==> config.mk <==
export PLATFORM = sky130hd
export DESIGN_NAME = pulse_stretcher
export DESIGN_NICKNAME = d
export VERILOG_FILES = /design/src/rtl/pulse_stretcher.sv
export SDC_FILE = /design/constraint.sdc
export NUM_CORES = 1
export LEC_CHECK = 0
export ABC_AREA = 1
export BUFFER_PORTS_ARGS = -buffer_cell sky130_fd_sc_hd__buf_4
export CAP_MARGIN = 10
export CORE_AREA = 8 8 45 47
export CTS_CLUSTER_SIZE = 30
export DETAILED_ROUTE_END_ITERATION = 12
export DIE_AREA = 0 0 53 55
export GPL_TIMING_DRIVEN = 0
export PLACE_DENSITY = 0.71
export REMOVE_ABC_BUFFERS = 1
export SYNTH_ARGS = -nofsm -noshare
export SYNTH_HDL_FRONTEND = slang
export SYNTH_SLANG_ARGS = --single-unit
==> constraint.sdc <==
create_clock -name clk -period 2.7 [get_ports clk]
set_input_delay 0.54 -clock clk [delete_from_list [all_inputs] [get_ports clk]]
set_output_delay 0.54 -clock clk [all_outputs]
set_load 0.02 [all_outputs]
==> src/rtl/pulse_stretcher.sv <==
// ============================================================================
// pulse_stretcher: turns single-cycle event strobes into fixed on/off LED
// blinks, queueing overlapping events in a saturating pending counter.
// Revision: 1.0
// ============================================================================
`default_nettype none

module pulse_stretcher #(
  parameter int ON_CYCLES  = 4,
  parameter int OFF_CYCLES = 2,
  parameter int PEND_W     = 2
) (
  input  logic              clk,
  input  logic              rst,
  input  logic              pulse_in,
  output logic              led_out,
  output logic              busy,
  output logic [PEND_W-1:0] pending,
  output logic              overflow
);

  localparam int MAX_CYC = (ON_CYCLES > OFF_CYCLES) ? ON_CYCLES : OFF_CYCLES;
  localparam int CNT_W   = $clog2(MAX_CYC) + 1;

  localparam logic [CNT_W-1:0]  ON_LOAD  = CNT_W'(ON_CYCLES - 1);
  localparam logic [CNT_W-1:0]  OFF_LOAD = CNT_W'(OFF_CYCLES - 1);
  localparam logic [PEND_W-1:0] PEND_MAX = '1;

  typedef enum logic [1:0] {
    IDLE = 2'd0,
    ON   = 2'd1,
    OFF  = 2'd2
  } state_t;

  state_t           state;
  logic [CNT_W-1:0] cnt;

  logic cnt_zero;
  logic start_next;
  logic pend_dec;

  assign cnt_zero   = (cnt == '0);
  // A pulse arriving in the final OFF cycle counts toward starting the next blink.
  assign start_next = (pending != '0) || pulse_in;
  assign pend_dec   = (state == OFF) && cnt_zero && start_next;

  always_ff @(posedge clk) begin
    if (rst) begin
      state    <= IDLE;
      cnt      <= '0;
      led_out  <= 1'b0;
      busy     <= 1'b0;
      pending  <= '0;
      overflow <= 1'b0;
    end else begin
      case (state)
        IDLE: begin
          if (pulse_in) begin
            state   <= ON;
            cnt     <= ON_LOAD;
            led_out <= 1'b1;
            busy    <= 1'b1;
          end
        end
        ON: begin
          if (cnt_zero) begin
            state   <= OFF;
            cnt     <= OFF_LOAD;
            led_out <= 1'b0;
          end else begin
            cnt <= cnt - 1'b1;
          end
        end
        OFF: begin
          if (cnt_zero) begin
            if (start_next) begin
              state   <= ON;
              cnt     <= ON_LOAD;
              led_out <= 1'b1;
            end else begin
              state <= IDLE;
              busy  <= 1'b0;
            end
          end else begin
            cnt <= cnt - 1'b1;
          end
        end
        default: begin
          state   <= IDLE;
          cnt     <= '0;
          led_out <= 1'b0;
          busy    <= 1'b0;
        end
      endcase

      // An IDLE pulse starts a blink directly and never touches the queue.
      if (state != IDLE) begin
        if (pulse_in && !pend_dec) begin
          if (pending == PEND_MAX) begin
            overflow <= 1'b1;
          end else begin
            pending <= pending + 1'b1;
          end
        end else if (!pulse_in && pend_dec) begin
          pending <= pending - 1'b1;
        end
      end
    end
  end

endmodule

`default_nettype wire

* Yosys cells after proc, flatten, opt, wreduce, memory -nomap -nowiden
Cells that the tools add are included.
** Word-level totals
- Logic and storage cells :: 59
- Register bits :: 10
** Cells by class
- Add/sub/neg operators :: 3
- Bitwise logic cells :: 1
- Muxes and demuxes :: 21
- Reductions and logical operators :: 18
- Eq/ne operators :: 10
** Operators with widths (count)
- 2-to-1 mux 2 bit :: 6
- 2-to-1 mux 3 bit :: 4
- inequality test 2 bit (second input constant) :: 6
- case mux 3 bit (3 select lines) :: 1
- AND reduction 3 bit :: 3
- AND reduction 4 bit :: 2
- 2-to-1 mux 1 bit :: 7
- case mux 1 bit (3 select lines) :: 2
- case mux 2 bit (3 select lines) :: 1
- nonzero test 2 bit :: 3
- == test 2 bit (second input constant) :: 2
- logical AND 1 bit :: 4
- logical NOT 3 bit :: 1
- inequality test 3 bit (second input constant) :: 1
- subtractor 3 x 1 -> 3 bit (second input constant) :: 1
- adder 2 x 1 -> 2 bit (second input constant) :: 1
- == test 2 x 1 -> 1 bit (second input constant) :: 1
- logical NOT 1 bit :: 2
- logical NOT 2 bit :: 1
- AND reduction 2 bit :: 1
- subtractor 2 x 1 -> 2 bit (second input constant) :: 1
- logical OR 1 bit :: 1
- NOT 1 bit :: 1

* Logic depth before layout (Yosys ltp)
Gate-level depths: netlist of the first run.
- Depth in word-level cells :: 7
- Gate-level depth with buffers :: 10

* Least setup slack after synthesis of the first run
No wires, ideal clock.
- Path type :: in2reg
- Start point :: input port pulse_in
- End point :: register cnt[1]
- Arrival :: 1.152 ns
- Setup slack :: 1.432 ns
- Data required time :: 2.584 ns
- Stages :: 6
- Path through :: inv_1 > nand2_2 > nor3_1 > a21oi_1 > o21ai_0 > nor2_1
** On the way
- Word-level cells in the longest chain between the ends :: 3
- Elaborated cells between the ends (all ways) :: 4
- Those cells by class :: eq/ne (2); reduce/logical (2)
** Ends and longest elaborated chain
- start, declared :: RTL line 15 : input logic pulse_in,
- logical OR 1 bit :: RTL line 44 : assign start_next = (pending != '0) || pulse_in;
- inequality test 3 bit (no source line)
- AND reduction 2 bit (no source line) (*)
- end signal, assigned :: RTL line 71 : cnt <= cnt - 1'b1;
- end signal, assigned :: RTL line 85 : cnt <= cnt - 1'b1;
- end, declared :: RTL line 36 : logic [CNT_W-1:0] cnt;
Every way passes the cells marked *; elsewhere a longest branch is shown, timed or not.
A chain may end at the register's enable or synchronous reset.

* Worst setup path in the final report of the first run
- Start point :: register pending[0]
- End point :: output port pending[0]
** RTL lines
- start, declared :: RTL line 18 : output logic [PEND_W-1:0] pending,
- start signal, assigned :: RTL line 102 : pending <= pending + 1'b1;
- start signal, assigned :: RTL line 105 : pending <= pending - 1'b1;
No word-level cell between the ends.

==> reports/qor.txt, run 1 <==
DIE
------------------------------------------------------------------------------------
Die Outline Area                                                            2920 µm²
Top-Level Pins                                                                     8
Die X                                                                          53 µm
Std-Cell Rows                                                                     14
Initial core utilization                                                       39.9%
Total core area                                                             1380 µm²
Vertical die dimension                                                         55 µm

TIMING
------------------------------------------------------------------------------------
Transition time of the tightest slew-check pin                              0.264 ns
RSZ-0062 raised after global routing                                              no
Highest clock rate                                                           703 MHz
Endpoints failing setup                                                            0
Max-slew violations                                                                0
Normalized max-slew margin                                                     82.3%
Min cycle time layout                                                        1.42 ns
Number of hold-slack violations in the final timing report                         0
Final Skew                                                               0.000582 ns
Setup TNS                                                                       0 ns
Final worst-path cycle share                                                   52.7%

FINAL LAYOUT
------------------------------------------------------------------------------------
Layout overhead on the synthesized area                                        19.7%
Post-route non-filler standard cell count                                        110
Sequential standard cell area                                                200 µm²
Ant. Diodes                                                                        0
Fraction of final layout cells with drive strength greater than 1              25.5%
Net count of the finished layout                                                  98
Area occupied by multi-input gates                                           299 µm²
Number of filler instances in the final layout                                   147

CLOCK NETWORK
------------------------------------------------------------------------------------
Clock transition at path regs                                                0.07 ns
H-tree depth reported by CTS                                                       1
Number of buffers inserted during clock tree synthesis                             3
Total of hold buffers inserted after clock tree synthesis                          0
Maximum root-to-sink buffer count                                                  2
Post-cts sizing count                                                              0
Clock tree root buffer cell                                                 clkbuf_4
Latest clock arrival within the worst-skew pair                              0.27 ns
CTS sink count                                                                    10
TritonCTS clock tree                                                           built
Setup bufs post-CTS                                                                0

SYNTHESIS
------------------------------------------------------------------------------------
Register bit total from synthesis                                                 10
Most used standard cell by instance count after synthesis                    nand2_1
Top cells by count, synth                                               nand2_1 (18), inv_1 (11), nor2_1 (11)
Most common flop cell mapped by yosys                                        dfxtp_1
Sequential-to-total area share from yosys stat                                 36.3%
Library cells used by synthesis                                                   16
Area fraction of the dominant cell type after synthesis                        36.3%
Synth Area per Inst                                                         6.65 µm²
Share of flip-flops with an asynchronous set or reset after synthesis             0%
Number of synthesized flops with an enable pin                                     0
Warnings from Yosys                                                                0
Post-synthesis instance area                                                 552 µm²
Cell type with the largest total area after synthesis                        dfxtp_1
Biggest area contributors in the synthesized netlist                    dfxtp_1 (36%), nand2_1 (12%), inv_1 (7.5%)
Cell count after synthesis                                                        83

CRITICAL PATH
------------------------------------------------------------------------------------
Crit path DAT                                                                0.88 ns
Crit-path leading delay family                                            flip-flops
Worst-case register-to-register setup slack                                  1.42 ns
Type of element capturing the critical path                              output port
Critical Path, Cell by Cell                                                    buf_4
Worst R2R Path Depth                                                               6
Slowest-stage cell, CP                                                       dfxtp_1
Launch instance of the worst register-to-register path                    pending[1]
Critical path startpoint category                                          flip-flop
Required time worst endpoint                                                 2.16 ns
Biggest cell delay along the critical path                                   0.43 ns
Buffers and inverters on the worst path                                            1
Max FO, Critical Path                                                              5
Path type of the worst setup path                                       flip-flop to output port
Capture point of the worst reg-to-reg path                                    cnt[1]

JOB
------------------------------------------------------------------------------------
Maxcap violations                                                                  0

PLACEMENT
------------------------------------------------------------------------------------
Routability cong.                                                              0.800
Sum of net half-perimeters after detailed placement                           912 µm
Number of input and output port buffers inserted                                   7
Cell Count Post-Placement                                                        106

GRT
------------------------------------------------------------------------------------
Largest net degree at the start of global routing                                  7
Grt ovf                                                                            0
Wire length of the first global-routing pass                                 2040 µm
Vias in the first global route                                                   516
Initial antenna violation count                                                    0
All-layer global routing usage                                                 9.38%

DRT
------------------------------------------------------------------------------------
Wirelength per Cell                                                          10.2 µm
Starting DRC count in detailed routing                                             8
Via density per instance                                                        4.75
Residual antenna-violating net count after detailed routing                        0
DRC errors left                                                                    0
Detailed-route wire length                                                   1120 µm
Drt pass-1 iters                                                                   4
Vias post-DR                                                                     522

POWER
------------------------------------------------------------------------------------
Cell area power density                                                   699 nW/µm²
Total leakage power                                                         0.315 nW
Overall power of the completed layout                                     0.000462 W
Peak supply drop                                                            0.254 mV

HOLD PATH
------------------------------------------------------------------------------------
Min-Delay Startpoint                                                            busy
Worst hold path stage count                                                        2
Hold path endpoint                                                              busy
Type of the tightest min-delay check                                    flip-flop to flip-flop

OUTCOME
------------------------------------------------------------------------------------
Status                                                                  finished clean

## layout by cell type, fill, tap and decap left out, drive strengths merged
cell type / Yosys / routed
clkbuf: 0 / 4
dfxtp: 10 / 10
a31oi: 1 / 1
buf: 0 / 7
o21ai: 3 / 3
nand2: 22 / 22
inv: 14 / 14
nand3: 7 / 7
nor3: 2 / 2
a21oi: 9 / 9
nor2: 14 / 14
nand4: 1 / 1
## per-stage QoR
step | util, % | area, µm² | hold WS [ns] | setup WS (ns)
finish | 47.7 | 661 | 0.472 | 1.28
global route | 47.7 | 661 | 0.472 | 1.22
CTS | 47.7 | 661 | 0.466 | 1.26
detailed placement | 45.1 | 624 | 0.459 | 1.14
global placement | 45.1 | 624 | 0.451 | 1.19
floorplan | - | 552 | 0.454 | 1.43
## power by group
group / switching [W] / internal [W] / total (W)
sequential: 0.0000183 / 0.000166 / 0.000184
clock: 0.0000560 / 0.0000819 / 0.000138
combinational: 0.0000887 / 0.0000510 / 0.000140
total: 0.000163 / 0.000299 / 0.000462
## cell families after synthesis
logic type / after synthesis / synth area share (%)
AND/OR/NAND/NOR: 46 / 41.5
buffers and inverters: 14 / 9.52
flip-flops: 10 / 36.3
AO/OA/AOI/OAI: 13 / 12.7
## worst max-delay path by stage
stage	depth (start not counted)	from	to
2_1_floorplan	6	pulse_in	cnt[1]
3_3_place_gp	7	pulse_in	cnt[1]
3_5_place_dp	7	pulse_in	cnt[1]
4_1_cts	1	pending[0]	pending[0]
5_1_grt	1	pending[0]	pending[0]
6_report	1	pending[0]	pending[0]
## flip-flops by register name, summed over array words and instances, names as in the netlist
| signal | cells |
|---|---|
| busy | 1 |
| overflow | 1 |
| led_out | 1 |
| cnt | 3 |
| state | 2 |
| pending | 2 |
## routing by layer
metal,routed length [µm],global-route usage (%),vias up
li1,-,-,282
met1,515,9.83,225
met3,76,4.81,2
met2,518,15.6,13
met5,0,0,-
met4,10,3.88,0
## cell type report
class / instances / share of cell area (%)
Sequential cell: 10 / 30.3
Timing Repair Buffer: 7 / 7.95
Multi-Input combinational cell: 59 / 45.3
Clock buffer: 4 / 5.49
Tap cell: 16 / 3.03
Inverter: 14 / 7.95
Power figures use the tool's default switching activity.
==> run 2: changes to the inputs <==
- ABC_AREA: 1 -> 0
- PLACE_DENSITY: 0.71 -> 0.75
- clock period: 2.7 -> 1.1 ns (I/O delays scaled with it)
==> run 2 against run 1 <==
Compared with the run above:
- the flow now finishes with violations (setup timing)
- power grew to 2.8 times the previous value
- sequential power rose to 2.9 times the previous value
- critical path depth increased by 3
- count of clock-buffer cells in the layout unchanged
- clock power rose by 140%
- via count grew 6.5%
- design area grew 20%
- critical endpoint is now cnt[1]
- largest power group unchanged
==> reports/qor.txt, run 2 <==
OUTCOME
------------------------------------------------------------------------------------
Status                                                                  complete, but fails checks
Violations in the final reports                                         setup timing

GRT
------------------------------------------------------------------------------------
Initial antenna violation count                                                    0   unchanged
Global Route met3 Usage                                                        3.74%   -1.1 points
Vias in the first global route                                                   491   -4.8%
Met2 Track Usage GR                                                            17.2%   +1.6 points
Wire length of the first global-routing pass                                 2240 µm   +9.8%
All-layer global routing usage                                                 11.0%   +1.6 points
Global routing's busiest layer                                                  met2
Largest net degree at the start of global routing                                 17   +10
Grt ovf                                                                            0   unchanged
GR Util met1                                                                   11.3%   +1.5 points

DRT
------------------------------------------------------------------------------------
Wirelength per Cell                                                          14.8 µm   +46%
Residual antenna-violating net count after detailed routing                        0   unchanged
Vias post-DR                                                                     556   +6.5%
Detailed-route wire length                                                   1480 µm   +32%
DRC errors left                                                                    0   unchanged
Starting DRC count in detailed routing                                             9   +1
Via density per instance                                                        5.56   +17%
Drt pass-1 iters                                                                   3   -1

FINAL LAYOUT
------------------------------------------------------------------------------------
Ant. Diodes                                                                        0   unchanged
Layout overhead on the synthesized area                                        38.6%
Final standard cell area without fillers                                     795 µm²   +20%
Sequential standard cell area                                                224 µm²   +12%
Most common cell after layout, fill and taps aside                             buf_4
Top reg by flops                                                                 cnt
Net count of the finished layout                                                  88   -10%
Fraction of final layout cells with drive strength greater than 1              44.0%   +19 points
Flip-flop count of the largest register, all copies and words added                3   unchanged
Top flop regs                                                           cnt (3), pending (2), state (2)
Post-route non-filler standard cell count                                        100   -9.1%
Area occupied by multi-input gates                                           375 µm²   +26%
Number of filler instances in the final layout                                   128   -13%
Util after Layout                                                              57.4%   +9.7 points
Commonest cells after routing, fill and taps aside                      buf_4 (14), nor2_1 (9), a21oi_1 (7), dfxtp_4 (6)

DIE
------------------------------------------------------------------------------------
Total core area                                                             1380 µm²   unchanged
Die X                                                                          53 µm   unchanged
Die Outline Area                                                            2920 µm²   unchanged
Top-Level Pins                                                                     8   unchanged
Initial core utilization                                                       41.4%   +1.5 points
Vertical die dimension                                                         55 µm   unchanged
Std-Cell Rows                                                                     14   unchanged

POWER
------------------------------------------------------------------------------------
Total leakage power                                                         0.297 nW   -5.5%
Peak supply drop                                                             1.02 mV   +300%
Cell area power density                                                  1650 nW/µm²   +140%

CRITICAL PATH
------------------------------------------------------------------------------------
Max FO, Critical Path                                                              6   +1
Biggest cell delay along the critical path                                   0.38 ns   -0.05 ns
Launch instance of the worst register-to-register path                        cnt[0]
Crit path DAT                                                                1.38 ns   +0.50 ns
Worst-case register-to-register setup slack                                 -0.14 ns   -1.56 ns
Slowest-stage cell, CP                                                       dfxtp_4
Path type of the worst setup path                                       flip-flop to flip-flop
Critical path startpoint category                                          flip-flop
Type of element capturing the critical path                                flip-flop
Critical Path, Cell by Cell                                             nor3_4 > nand2_2 > a2111oi_4 > a211oi_2
Critical path startpoint                                                      cnt[0]
Required time worst endpoint                                                 1.24 ns   -0.92 ns

SYNTHESIS
------------------------------------------------------------------------------------
Most used standard cell by instance count after synthesis                    dfxtp_1
Synth Area per Inst                                                         8.07 µm²   +21%
Share of flip-flops with an asynchronous set or reset after synthesis             0%   unchanged
Most common flop cell mapped by yosys                                        dfxtp_1
Register bit total from synthesis                                                 10   unchanged
Cell type with the largest total area after synthesis                        dfxtp_1
Number of synthesized flops with an enable pin                                     0   unchanged
Top cells by count, synth                                               dfxtp_1 (10), nor2_1 (9), a21oi_1 (8)
Biggest area contributors in the synthesized netlist                    dfxtp_1 (35%), a21oi_1 (7.0%), nor2_1 (5.9%)
Sequential-to-total area share from yosys stat                                 34.9%   -1.3 points
Warnings from Yosys                                                                0   unchanged
Area fraction of the dominant cell type after synthesis                        34.9%   -1.3 points
Post-synthesis instance area                                                 573 µm²   +3.9%
Library cells used by synthesis                                                   30   +14
Cell count after synthesis                                                        71   -14%

HOLD PATH
------------------------------------------------------------------------------------
Type of the tightest min-delay check                                    input port to flip-flop
Min-Delay Startpoint                                                             rst

CLOCK NETWORK
------------------------------------------------------------------------------------
Clock tree root buffer cell                                                 clkbuf_4
TritonCTS clock tree                                                           built
Maximum root-to-sink buffer count                                                  2   unchanged
Total of hold buffers inserted after clock tree synthesis                          0   unchanged
H-tree depth reported by CTS                                                       1   unchanged
Latest clock arrival within the worst-skew pair                              0.27 ns   about the same
Number of buffers inserted during clock tree synthesis                             3   unchanged
Clock transition at path regs                                                0.07 ns   about the same
CTS sink count                                                                    10   unchanged

TIMING
------------------------------------------------------------------------------------
Final worst-path cycle share                                                    113%
Min cycle time layout                                                        1.24 ns
Number of hold-slack violations in the final timing report                         0   unchanged
Normalized max-slew margin                                                     81.0%   -1.3 points
Endpoints failing setup                                                            8   +8
Transition time of the tightest slew-check pin                              0.284 ns   +0.0206 ns
Max-slew violations                                                                0   unchanged
Final Skew                                                                0.00554 ns   +0.00496 ns
Highest clock rate                                                           807 MHz
RSZ-0062 raised after global routing                                             yes
Final WS setup                                                             -0.139 ns   -1.42 ns

PLACEMENT
------------------------------------------------------------------------------------
Placed inst area                                                             607 µm²   -2.8%
Sum of net half-perimeters after detailed placement                           798 µm   -13%
Number of input and output port buffers inserted                                   7   unchanged
Pre-CTS setup slack                                                        -0.318 ns   -1.46 ns
Routability cong.                                                              0.744   -7.0%
Cell Count Post-Placement                                                         87   -18%

JOB
------------------------------------------------------------------------------------
Maxcap violations                                                                  0   unchanged

-- run 2: changes by cell type after synthesis, sizes merged, moves of 3 or more --
| cell | change |
|---|---|
| buf | +5 |
| inv | -11 |
| nand2 | -18 |
| nor2 | -5 |
| o31ai | +3 |
| nand3 | -5 |
-- run 2: cell type report --
| type | instances | share of cell area [%] |
|---|---|---|
| tap | 16 | 2.52 |
| timing repair buffer | 16 | 16.1 |
| multi-input combinational | 51 | 47.2 |
| sequential | 10 | 28.2 |
| clock buffer | 4 | 4.57 |
| inverter | 3 | 1.42 |
-- run 2: through the flow --
step | hold slack [ns] | setup TNS, ns | total power, W
detailed placement | 0.441 | -1.71 | 0.000808
CTS | 0.195 | -0.329 | 0.00125
global placement | 0.435 | -1.53 | 0.000798
global route | 0.209 | -1.16 | 0.00139
finish | 0.203 | -0.545 | 0.00131
floorplan | 0.289 | -0.450 | 0.000716
-- run 2: report_power, final --
group / leakage (nW) / internal, W / switching [W]
Sequential: 0.0867 / 0.000413 / 0.000114
Combinational: 0.190 / 0.000237 / 0.000208
Clock: 0.0210 / 0.000201 / 0.000136
-- run 2: logic make-up (layout without fill, tap and decap cells) --
family | after synthesis | in the layout | synth area share [%]
compound gates | 24 | 24 | 28.2
xor+xnor | 1 | 1 | 1.53
fa+ha+maj | 1 | 1 | 1.96
buf+inv | 10 | 23 | 8.73
flops | 10 | 10 | 34.9
simple gates | 25 | 25 | 24.7
-- run 2: timing repair --
action	in CTS	in global routing
resized for setup	16	8
endpoints found under the setup margin	12	12
buffers inserted	7	2
pin swaps	8	9
-- run 2: worst paths after layout --
path                            endpoint  cells past startpoint
worst min register to register  overflow                      2
worst min-delay path            overflow                      2
worst max register to register    cnt[1]                      4
worst max-delay path              cnt[1]                      4
-- run 2: per-layer routing --
layer,up-vias,part of all wire (%)
met5,-,0
met4,0,3.0
met3,4,4.7
met2,7,51
met1,260,41
li1,285,-
-- run 2: critical path, delay by kind of cell, from the launching register on --
family / cells / cell delay [ns]
AO/OA/AOI/OAI: 2 / 0.42
flip-flops: 1 / 0.38
AND/OR/NAND/NOR: 2 / 0.31
